File: config.mk
export PLATFORM = sky130hd
export DESIGN_NAME = pc_ctrl
export DESIGN_NICKNAME = d
export VERILOG_FILES = /design/src/rtl/pc_ctrl.sv
export SDC_FILE = /design/constraint.sdc
export NUM_CORES = 1
export LEC_CHECK = 0
export CAP_MARGIN = 40
export CORE_UTILIZATION = 44
export DETAILED_ROUTE_END_ITERATION = 8
export PLACE_DENSITY = 0.93
export SYNTH_ARGS = -nofsm -noshare
export SYNTH_HDL_FRONTEND = slang
export SYNTH_SLANG_ARGS = --single-unit
File: constraint.sdc
create_clock -name i_clk -period 3.9 [get_ports i_clk]
set_input_delay 0.78 -clock i_clk [delete_from_list [all_inputs] [get_ports i_clk]]
set_output_delay 0.78 -clock i_clk [all_outputs]
set_load 0.02 [all_outputs]
File: src/rtl/pc_ctrl.sv
// Program-counter controller for the IF stage: reset vector, redirect priority, stall, single-step, post-halt drain.
// Latency: next PC registered, visible one cycle after the advance; o_pc_seq/o_valid are combinational.
// Backpressure: i_stall freezes the PC and drops any redirect/step offered that cycle; upstream must hold them.
// Optional: define PC_CTRL_FETCH_COUNTER_EN to add the saturating o_fetch_count output.

module pc_ctrl #(
  parameter int                  PC_SIZE      = 32,
  parameter int                  PC_STEP      = 4,
  parameter logic [PC_SIZE-1:0]  RESET_VECTOR = '0,
  parameter int                  DRAIN_CYCLES = 4
) (
  input  logic               i_clk,
  input  logic               i_reset,
  input  logic               i_start,
  input  logic               i_step_mode,
  input  logic               i_step,
  input  logic               i_stall,
  input  logic               i_halt,
  input  logic               i_jump,
  input  logic [PC_SIZE-1:0] i_jump_addr,
  input  logic               i_branch,
  input  logic [PC_SIZE-1:0] i_branch_addr,
  output logic [PC_SIZE-1:0] o_pc,
  output logic [PC_SIZE-1:0] o_pc_seq,
  output logic               o_valid,
  output logic [2:0]         o_state,
  output logic               o_end
`ifdef PC_CTRL_FETCH_COUNTER_EN
  ,
  output logic [31:0]        o_fetch_count
`endif
);

  typedef enum logic [2:0] {
    ST_IDLE      = 3'd0,
    ST_RUN       = 3'd1,
    ST_STEP_WAIT = 3'd2,
    ST_DRAIN     = 3'd3,
    ST_END       = 3'd4
  } state_t;

  localparam logic [3:0] DRAIN_LOAD = 4'(DRAIN_CYCLES - 1);

  state_t               state_q, state_d;
  logic [PC_SIZE-1:0]   pc_q, pc_d;
  logic [3:0]           drain_cnt_q, drain_cnt_d;
  logic [PC_SIZE-1:0]   next_pc;
  logic                 adv;
  logic                 valid;

  // Sequential successor and redirect priority: jump over branch over fall-through.
  always_comb begin
    o_pc_seq = pc_q + PC_SIZE'(PC_STEP);
    if (i_jump) begin
      next_pc = i_jump_addr;
    end else if (i_branch) begin
      next_pc = i_branch_addr;
    end else begin
      next_pc = o_pc_seq;
    end
  end

  // Next-state, PC and drain-counter logic; halt is evaluated before any advance.
  always_comb begin
    state_d     = state_q;
    pc_d        = pc_q;
    drain_cnt_d = drain_cnt_q;
    valid       = 1'b0;
    adv         = 1'b0;
    case (state_q)
      ST_IDLE: begin
        pc_d        = RESET_VECTOR;
        drain_cnt_d = '0;
        if (i_start) begin
          state_d = i_step_mode ? ST_STEP_WAIT : ST_RUN;
        end
      end
      ST_RUN: begin
        valid = ~i_stall;
        if (i_halt) begin
          state_d     = ST_DRAIN;
          drain_cnt_d = DRAIN_LOAD;
        end else begin
          adv = ~i_stall;
          if (i_step_mode) begin
            state_d = ST_STEP_WAIT;
          end
        end
      end
      ST_STEP_WAIT: begin
        valid = i_step & ~i_stall;
        if (i_halt) begin
          state_d     = ST_DRAIN;
          drain_cnt_d = DRAIN_LOAD;
        end else begin
          // A step offered during a stall is simply lost.
          adv = i_step & ~i_stall;
          if (!i_step_mode) begin
            state_d = ST_RUN;
          end
        end
      end
      ST_DRAIN: begin
        if (drain_cnt_q == '0) begin
          state_d = ST_END;
        end else begin
          drain_cnt_d = drain_cnt_q - 4'd1;
        end
      end
      ST_END: begin
        if (i_start && !i_halt) begin
          state_d = ST_IDLE;
          pc_d    = RESET_VECTOR;
        end
      end
      default: begin
        // Unreachable encodings recover to IDLE with a clean PC.
        state_d     = ST_IDLE;
        pc_d        = RESET_VECTOR;
        drain_cnt_d = '0;
      end
    endcase
    if (adv) begin
      pc_d = next_pc;
    end
  end

  // State, PC and drain-counter registers with synchronous reset.
  always_ff @(posedge i_clk) begin
    if (i_reset) begin
      state_q     <= ST_IDLE;
      pc_q        <= RESET_VECTOR;
      drain_cnt_q <= '0;
    end else begin
      state_q     <= state_d;
      pc_q        <= pc_d;
      drain_cnt_q <= drain_cnt_d;
    end
  end

  // Output decode.
  always_comb begin
    o_pc    = pc_q;
    o_valid = valid;
    o_state = state_q;
    o_end   = (state_q == ST_END);
  end

`ifdef PC_CTRL_FETCH_COUNTER_EN
  logic [31:0] fetch_cnt_q, fetch_cnt_d;

  // Saturating count of live fetches, cleared whenever IDLE is (re)entered.
  always_comb begin
    fetch_cnt_d = fetch_cnt_q;
    if (state_d == ST_IDLE) begin
      fetch_cnt_d = '0;
    end else if (valid && (fetch_cnt_q != 32'hFFFF_FFFF)) begin
      fetch_cnt_d = fetch_cnt_q + 32'd1;
    end
  end

  // Fetch-count register.
  always_ff @(posedge i_clk) begin
    if (i_reset) begin
      fetch_cnt_q <= '0;
    end else begin
      fetch_cnt_q <= fetch_cnt_d;
    end
  end

  assign o_fetch_count = fetch_cnt_q;
`endif

endmodule

==> flow_summary_export.csv <==
group,metric,value,unit
routing,final_antenna_net_count,0,
cells_and_area,syn_to_final_growth,54.1,%
synth,synth_edf_count,0,
die,die_h,82.8,µm
cells_and_area,n_antenna_cell,0,
hold_path,holdPathEnd,"drain_cnt_q[1]",
timing,rsz0062_at_grt,"false",
setup_path,path_delay_family,"simple AND/OR/NAND/NOR gates",
place,hpwl,7680,µm
timing,layout_min_cycle_time,3740,ps
synth,yosysTopAreaCell,"dfxtp_1",
die,dieWidth,82.8,µm
routing,dr_total_vias,3642,
routing,drtIter0Drc,440,
synth,synth_compound_area_share,28.9,%
run_status,status,"finished clean",
clocking,cts_setup_buffers,0,
synth,ys_ff_latch,39,
routing,route.final.wire_length,10100,µm
cells_and_area,drive_above_1_share,5.13,%
synth,ys_top_cells_by_count,"dfxtp_1, nand2_1, nor2_1",
synth,syn_area,2870,µm²
synth,ys.flop_type,"dfxtp_1",
hold_path,holdPathStages,2,
synth,syn_avg_cell_area,7.58,µm²
global_routing,grt_pass1_vias,3271,
setup_path,path_max_fanout,7,
power_and_ir_drop,p_leak,1.63,nW
setup_path,crit_path_end_kind,"output port",
synth,ys_async_sr_fraction,0,%
setup_path,worstRegToRegCells,5,
timing,finalCritPeriodShare,96.0,%
timing,hold_viol_final,0,
timing,max_freq,0.267,GHz
routing,wl_per_cell,17.3,µm
routing,drt_pass1_iterations,5,
synth,ys_warn_count,0,
power_and_ir_drop,finalPower,0.00129,W
clocking,ctsHoldBuffers,0,
synth,muxShareOfSynthArea,2.83,%
setup_path,path_cells,"ha_1, and3_1, nand4_1, o31a_1, or2_2, clkdlybuf4s50_1",
clocking,cts_resized,0,
synth,synthAdderAreaFrac,0.871,%
setup_path,cpPeakStageDelay,540,ps
timing,worst_pin_slew,896,ps
setup_path,crit_slowest_cell,"clkdlybuf4s50_1",
global_routing,grt_use_total,28.4,%
routing,routed_via_density,6.24,
synth,synth_top_family_by_area,"compound AO/OA/AOI/OAI gates",
cells_and_area,fin_nets,581,
hold_path,hold_start,"drain_cnt_q[1]",
clocking,cts_made_buffers,5,
timing,setup_viol,0,
timing,slew_viol_final,0,
power_and_ir_drop,p_per_area,292,nW/µm²
synth,seq_area_frac_synth,27.2,%
hold_path,min_path_type,"reg -> reg",
place,routabilityCongestion,0.872,
setup_path,cp.required,3120,ps
global_routing,overflow,0,
die,rows,29,
synth,synth_xor_area_share,8.53,%
setup_path,reg2reg_from,"o_state[0]",
run,cap_violations,0,
clocking,cts_root_buffer,"clkbuf_8",
setup_path,startpoint_type,"flop",
clocking,clk_path_buf_depth,2,
synth,synth.net_count,454,
global_routing,grt_first_pass_wirelength,16100,µm
clocking,path_clk_slew,90,ps
die,die_area,6860,µm²
synth,netlist.area_leader.share,27.2,%
global_routing,grt_start_max_net_pins,27,
timing,tns,0,ps
setup_path,r2r_slack,1370,ps
clocking,clock_latency,310,ps
clocking,cts_tree,"built",
cells_and_area,fill_cells,501,
die,ios,142,
synth,synth_most_common_cell,"dfxtp_1",
clocking,clock-sinks,39,
setup_path,critPathArrivalTime,2960,ps
setup_path,cp_num_buf_inv,1,
synth,synth-simple-area-share,25.6,%
synth,synthCells,379,
routing,drc,0,
die,core,6310,µm²
place,io_buffers,141,
setup_path,path_class,"reg -> out",
timing,skew,16.2,ps
die,initial_core_util,45.5,%
global_routing,antenna_found_initial,0,
synth,synth_top_cells_by_area,"dfxtp_1, xor2_1, a21oi_1, o21ai_0, xnor2_1",
clocking,htree_levels,2,
power_and_ir_drop,ir_worst_vdd,0.000315,V
synth,ys_types,61,
timing,max_slew_margin,40.1,%
setup_path,r2r_end,"o_pc[15]",
[layout by cell type (no fill, tap or decap), types with 3 or more instances in the layout]
| cell | Yosys | final |
|---|---|---|
| clkdlybuf4s50_1 | 0 | 141 |
| dfxtp_1 | 39 | 39 |
| nand2_1 | 30 | 30 |
| nor2_1 | 27 | 27 |
| a21oi_1 | 26 | 26 |
| o21ai_0 | 26 | 26 |
| nand3_1 | 19 | 19 |
| xor2_1 | 15 | 15 |
| nor3_1 | 14 | 14 |
| xnor2_1 | 13 | 13 |
| a22oi_1 | 12 | 12 |
| inv_1 | 10 | 10 |
| buf_4 | 3 | 9 |
| o2bb2ai_1 | 8 | 8 |
| nor4_1 | 7 | 7 |
| a22o_1 | 7 | 7 |
| mux2i_1 | 7 | 7 |
| nand4_1 | 6 | 6 |
| clkbuf_8 | 0 | 6 |
| and2_1 | 5 | 5 |
| nand2b_1 | 5 | 5 |
| o211ai_1 | 5 | 5 |
| a221oi_1 | 5 | 5 |
| and4_1 | 4 | 4 |
| and3_1 | 4 | 4 |
| o22ai_1 | 4 | 4 |
| nor2b_1 | 3 | 3 |
| or4_1 | 3 | 3 |
| a32oi_1 | 3 | 3 |
[sequential cells by signal, indices dropped and copies added, names as in the netlist]
register and count:
o_pc 32, drain_cnt_q 4, o_state 3
[area by class of cell]
cell class | instances | area, µm² | share of cell area (%)
multi-input combinational | 300 | 1920 | 43.3
timing repair buffer | 150 | 1480 | 33.4
sequential | 39 | 781 | 17.6
tap | 77 | 96.3 | 2.18
clock buffer | 6 | 82.6 | 1.86
inverter | 10 | 37.5 | 0.847
clock inverter | 2 | 35.0 | 0.791
[cell families after synthesis]
family,Yosys count
AOI/OAI and AO/OA,122
xor gates and xnor gates,28
adders and majority gates,2
buffers and inverters,40
DFF,39
muxes,8
and+or+nand+nor,140
[metrics by stage]
stage | cell area, µm² | hold slack (ps) | setup slack [ps] | std cells | util, %
2_1_floorplan | 2870 | 453 | 1080 | 379 | -
3_3_place_gp | 4300 | 467 | 663 | 575 | 68.2
3_5_place_dp | 4310 | 481 | 562 | 576 | 68.3
4_1_cts | 4430 | 489 | 209 | 584 | 70.2
5_1_grt | 4430 | 509 | 70.3 | 584 | 70.2
6_report | 4430 | 484 | 156 | 584 | 70.2
[worst max path at each step]
| stage | from | endpoint | slack (ps) | cells after the start |
|---|---|---|---|---|
| floorplan | o_pc[2] | o_pc_seq[24] | 1080 | 6 |
| global placement | o_pc[2] | o_pc_seq[26] | 660 | 6 |
| detailed placement | o_pc[2] | o_pc_seq[26] | 560 | 6 |
| CTS | o_pc[2] | o_pc_seq[26] | 210 | 6 |
| global route | o_pc[2] | o_pc_seq[26] | 70 | 6 |
| finish | o_pc[2] | o_pc_seq[26] | 160 | 6 |
[worst register-to-register path: stages, from the launching register on]
cell,delay [ps]
dfxtp_1,600
nor2b_1,360
o21ai_1,280
nor2_1,760
o221ai_1,290
o2bb2ai_1,190
[per-layer routing]
| layer | up-vias | GRT usage, % | wire [µm] |
|---|---|---|---|
| met4 | 0 | 11.4 | 352 |
| met2 | 240 | 48.4 | 4840 |
| met1 | 1693 | 34.7 | 3930 |
| met3 | 40 | 6.16 | 989 |
| met5 | - | 0 | 0 |
| li1 | 1669 | - | - |
[report_power, final]
group | internal [W] | switching (W) | total [W]
clock network | 0.000207 | 0.000156 | 0.000363
registers | 0.000422 | 0.0000458 | 0.000468
logic | 0.000221 | 0.000239 | 0.000461
No activity file was read; power rests on OpenSTA's default activity.
